File: src/rtl/serial_pkg.sv
// Shared definitions for the pulse-width serial link (serial_tx / serial_rx).
// Holds the FSM state encoding and the default sizing parameters.
package serial_pkg;

  localparam int MAX_BITS_DEFAULT = 256;
  localparam int CW_DEFAULT       = 32;

  typedef enum logic [1:0] {
    ST_IDLE = 2'd0,
    ST_HIGH = 2'd1,
    ST_GAP  = 2'd2
  } state_e;

endpackage

File: src/rtl/pulse_timer.sv
// Loadable down-counter: counts from len to 0 and holds there; zero flags
// the final cycle of a timed phase.
module pulse_timer
  import serial_pkg::*;
#(
  parameter int CW = CW_DEFAULT
) (
  input  logic          clk,
  input  logic          rst,
  input  logic          load,
  input  logic [CW-1:0] len,
  output logic          zero
);

  logic [CW-1:0] count_q;
  logic [CW-1:0] count_d;

  always_comb begin
    count_d = count_q;
    if (load) begin
      count_d = len;
    end else if (count_q != '0) begin
      count_d = count_q - 1'b1;
    end
  end

  always_ff @(posedge clk) begin
    if (rst) begin
      count_q <= '0;
    end else begin
      count_q <= count_d;
    end
  end

  assign zero = (count_q == '0);

endmodule

File: src/rtl/serial_tx.sv
// Pulse-width serial transmitter: each bit is a high pulse (n1 or n0 cycles)
// followed by an ngap-cycle low gap, MSB-first, with a done pulse per frame.
module serial_tx
  import serial_pkg::*;
#(
  parameter int MAX_BITS = MAX_BITS_DEFAULT,
  parameter int CW       = CW_DEFAULT
) (
  input  logic                clk,
  input  logic                rst,
  input  logic                go,
  input  logic [MAX_BITS-1:0] data,
  input  logic [7:0]          nbits,
  input  logic [CW-1:0]       n0,
  input  logic [CW-1:0]       n1,
  input  logic [CW-1:0]       ngap,
  output logic                a,
  output logic                busy,
  output logic                done
);

  state_e              state_q, state_d;
  logic [MAX_BITS-1:0] sh_q, sh_d;
  logic [7:0]          bits_q, bits_d;
  logic [CW-1:0]       n0_q, n0_d;
  logic [CW-1:0]       n1_q, n1_d;
  logic [CW-1:0]       ngap_q, ngap_d;
  logic                a_q, a_d;
  logic                done_q, done_d;

  logic                timer_load;
  logic [CW-1:0]       timer_len;
  logic                timer_zero;
  logic [31:0]         shamt;
  logic [MAX_BITS-1:0] start_sh;

  // A width of 0 behaves as 1; the counter runs width-1 down to 0.
  function automatic logic [CW-1:0] to_len(input logic [CW-1:0] w);
    return (w == '0) ? '0 : w - 1'b1;
  endfunction

  pulse_timer #(.CW(CW)) u_timer (
    .clk  (clk),
    .rst  (rst),
    .load (timer_load),
    .len  (timer_len),
    .zero (timer_zero)
  );

  assign shamt    = 32'(MAX_BITS) - 32'(nbits);
  assign start_sh = data << shamt;

  always_ff @(posedge clk) begin
    if (rst) begin
      state_q <= ST_IDLE;
      sh_q    <= '0;
      bits_q  <= '0;
      n0_q    <= '0;
      n1_q    <= '0;
      ngap_q  <= '0;
      a_q     <= 1'b0;
      done_q  <= 1'b0;
    end else begin
      state_q <= state_d;
      sh_q    <= sh_d;
      bits_q  <= bits_d;
      n0_q    <= n0_d;
      n1_q    <= n1_d;
      ngap_q  <= ngap_d;
      a_q     <= a_d;
      done_q  <= done_d;
    end
  end

  // bits_q counts bits still to send; it is decremented when a pulse ends.
  always_comb begin
    state_d    = state_q;
    sh_d       = sh_q;
    bits_d     = bits_q;
    n0_d       = n0_q;
    n1_d       = n1_q;
    ngap_d     = ngap_q;
    timer_load = 1'b0;
    timer_len  = '0;
    case (state_q)
      ST_IDLE: begin
        if (go && (nbits != 8'd0)) begin
          state_d    = ST_HIGH;
          sh_d       = start_sh;
          bits_d     = nbits;
          n0_d       = n0;
          n1_d       = n1;
          ngap_d     = ngap;
          timer_load = 1'b1;
          timer_len  = start_sh[MAX_BITS-1] ? to_len(n1) : to_len(n0);
        end
      end
      ST_HIGH: begin
        if (timer_zero) begin
          state_d    = ST_GAP;
          sh_d       = sh_q << 1;
          bits_d     = bits_q - 8'd1;
          timer_load = 1'b1;
          timer_len  = to_len(ngap_q);
        end
      end
      ST_GAP: begin
        if (timer_zero) begin
          if (bits_q != 8'd0) begin
            state_d    = ST_HIGH;
            timer_load = 1'b1;
            timer_len  = sh_q[MAX_BITS-1] ? to_len(n1_q) : to_len(n0_q);
          end else begin
            state_d = ST_IDLE;
          end
        end
      end
      default: begin
        state_d = ST_IDLE;
      end
    endcase
  end

  always_comb begin
    a_d    = (state_d == ST_HIGH);
    done_d = ((state_q == ST_GAP) && timer_zero && (bits_q == 8'd0)) ||
             ((state_q == ST_IDLE) && go && (nbits == 8'd0));
    busy   = (state_q == ST_HIGH) || (state_q == ST_GAP);
  end

  assign a    = a_q;
  assign done = done_q;

endmodule
File: config.mk
export PLATFORM = sky130hd
export DESIGN_NAME = serial_tx
export DESIGN_NICKNAME = d
export VERILOG_FILES = /design/src/rtl/serial_pkg.sv /design/src/rtl/pulse_timer.sv /design/src/rtl/serial_tx.sv
export SDC_FILE = /design/constraint.sdc
export NUM_CORES = 2
export LEC_CHECK = 0
export ABC_CLOCK_PERIOD_IN_PS = 5150
export CAP_MARGIN = 20
export CORE_MARGIN = 8
export CORE_UTILIZATION = 25
export CTS_CLUSTER_DIAMETER = 40
export CTS_CLUSTER_SIZE = 10
export DETAILED_ROUTE_END_ITERATION = 16
export PLACE_DENSITY = 0.38
export SLEW_MARGIN = 20
export SYNTH_ARGS = -nofsm -noshare
export SYNTH_HDL_FRONTEND = slang
export SYNTH_SLANG_ARGS = --single-unit
export TNS_END_PERCENT = 50
File: constraint.sdc
create_clock -name clk -period 5.15 [get_ports clk]
set_input_delay 1.03 -clock clk [delete_from_list [all_inputs] [get_ports clk]]
set_output_delay 1.03 -clock clk [all_outputs]
set_load 0.01 [all_outputs]
==> metrics <==
Synth warnings=0; end of the worst hold path=sh_q[0]; CTS Buf Count=86; critical path, cell by cell=clkdlybuf4s50_1 -> inv_1 -> ha_4 -> buf_12 -> buf_12 -> buf_4 -> mux4_2 -> mux2i_1 -> mux2i_1 -> buf_4 -> mux2_2 -> mux2_2 -> mux2i_1 -> nor2_1 -> a2111oi_0 -> nor3_1; FF-to-FF End=u_timer.count_q[31]; Syn Inst Count=4773; Yosys cell types=94; core area=between 0.15 and 0.2 mm²; Yosys reg bits=about 400; CTS tree=yes; Peak VDD IR=0.274 mV; WP data required=5.69 ns; RSZ-0062 raised after global routing=no; IO Pins=about 370; Crit path largest cell delay=around 0.53 ns; largest net degree at the start of global routing=between 150 and 200; Worst path most repeated cell=mux2i_1; final std cells w/o fill=~8000; critical path's top delay family=multiplexers; Finished Core Util=about 34%; Post-Syn Nets=approximately 5200; Avg Vias per Cell=5.69; Placed Area=0.0524 mm²; GR Layer Usage met3=between 3 and 4%; router iterations before antenna repair=7; CP max stage cell=clkdlybuf4s50_1; largest family of logic cells by synthesized area=multiplexers; clk buf depth=3; Min Hold Slack=~0.45 ns; # port buffers=365; first-pass GRT wire length=approximately 330000 µm; Critical Path End Type=register; Total Power=between 15 and 20 mW; Fin. Hold Viols=0; Synth Cell Area=slightly above 0.04 mm²; clk_skew=~0.064 ns; crit-path max FO=39; routed wire length=between 200000 and 250000 µm; post-route cell area=0.0556 mm²; Hold Path Class=register to register; Synth Area in Simple Gates=roughly 16%; H-tree Lvls=3; Hold Path Origin=sh_q[0]; Max Clk Rate=roughly 200 MHz; syn avg cell area=around 8.7 µm²; WP buf/inv=6; Leak=21.7 nW; Total GRT Usage=between 20 and 25%; Post-synth ARST share=0%; worst reg2reg startpoint=ngap_q[12]; met1 usage=between 30% and 40%; vias in the first global route=approximately 43000; Synth Area in Compound Gates=~18%; GRT overflow=0; share of layout cells above drive strength 1=approximately a quarter; DIE AREA=around 0.18 mm²; CTS clock-pin slew for the worst setup and hold paths=about 0.050 ns; Wirelength per Cell=about 30 µm; leading area contributor after synthesis=dfxtp_1; CP Launch Type=input port; Final setup viols=0; Synth top area share=a little under a fifth; Rows=approximately 150; CTS root buffer=clkbuf_16; initial antenna violation count=9; post-synthesis sequential area ratio=between 10% and 20%; Routed Antenna Nets=0; post-route minimum period=about 5 ns; DPL Wire Length=192000 µm; die height=about 420 µm; met2 usage in global routing=between 30% and 40%; mux contribution to synthesized area=between 30% and 40%; PwrDens=between 300 and 400 mW/mm²; synth top area cells=dfxtp_1, mux4_2, mux2i_1, nand2_1, nor2_1; Post-synth EDFFs=0; Area Overhead vs Synth=34.6%; Slew HR=23.8%; Setup CP Type=input port to register; Die X=between 400 and 500 µm; placed cells=slightly below 8000; Reg2Reg Depth=9; fin. max-slew vios=0; vias post-DR=44688; 1st-iter DRT viols=~4700; gpl congestion=slightly above 1; clock sink count=396; most common cell in the synthesized netlist=mux2i_1; Worst-Skew Late Latency=roughly 0.69 ns; adder-cell share of the synthesized area=less than 1%; Max Cap Viol=0; Remaining DRCs=0; Main synth FF type=dfxtp_1; # resized after CTS=0; Final nets=5965; status=completed; actual slew at the worst max-slew pin=between 1 and 1.5 ns; WHS Path Cells=2; post-synthesis xor/xnor area fraction=3.49%; Initial Util=between 20% and 30%; fin crit share=approximately 96%; Synth top cells by count=mux2i_1, nand2_1, nor2_1, dfxtp_1, mux4_2; CP arrival=~5.5 ns; FF-to-FF setup slack=~1.3 ns; CTS Hold Bufs=0; setup bufs post-CTS=0; GR peak layer=met2
-- tightest hold or removal path, delay by kind of cell, from the launching register on --
family / cells / cell delay [ns]
DFF: 1 / 0.30
AOI/OAI and AO/OA: 1 / 0.05
and+or+nand+nor: 1 / 0.05
-- flip-flops by register name, indices dropped and copies added (netlist names) --
register,flops
n1_q,32
sh_q,256
state_q,2
a,1
ngap_q,32
n0_q,32
u_timer.count_q,32
bits_q,8
done,1
-- metrics by stage --
step           setup TNS (ns)  worst slack, ns
5_1_grt                     0            0.160
6_report                    0            0.191
3_3_place_gp            -5.30           -0.340
4_1_cts                     0            0.408
3_5_place_dp            -5.40           -0.329
2_1_floorplan               0           0.0111
-- metal layers --
layer	up-vias	routed length, µm
li1	19910	-
met1	22470	107000
met2	1973	102000
met3	331	16400
met4	4	10100
met5	-	26
-- where the power goes --
part	switching, mW	leakage (nW)	internal [mW]
Combinational	5.49	16.9	3.93
Clock	2.11	1.52	3.97
Sequential	0.296	3.27	3.44
Total	7.90	21.7	11.4
-- logic make-up after synthesis --
family | Yosys count
compound gates | 1115
xor+xnor | 163
fa+ha+maj | 16
buf+inv | 485
flops | 396
mux | 1078
simple gates | 1520
-- layout by cell type (no fill, tap or decap), drive strengths merged, types with 36 or more instances in the layout --
cell             n
buf            819
mux2i          588
nand2          559
nor2           499
dfxtp          396
clkdlybuf4s50  363
mux4           341
a21oi          286
o21ai          280
nor3           201
mux2           149
a221oi         143
clkbuf         102
xnor2           87
xor2            76
a211oi          71
o211ai          67
nand3           62
o22ai           53
nor4            43
a2111oi         36
-- how the worst max path moves through the flow --
stage,from,endpoint,slack (ns),cells after the start
5_1_grt,nbits[1],sh_q[229],0.16,16
2_1_floorplan,nbits[0],sh_q[249],0.01,20
3_3_place_gp,nbits[1],sh_q[229],-0.34,16
4_1_cts,nbits[1],sh_q[229],0.41,16
6_report,nbits[1],sh_q[229],0.19,16
3_5_place_dp,nbits[1],sh_q[229],-0.33,16
-- area by class of cell --
cell class	count	area, µm²
Inverter	28	105
Clock buffer	102	2270
Antenna cell	4	10.0
Clock inverter	59	926
Tap cell	2189	2740
Fill cell	17248	109000
Multi-Input combinational cell	3892	31100
Sequential cell	396	7930
Timing Repair Buffer	1182	10500
No activity file was read; power rests on OpenSTA's default activity.
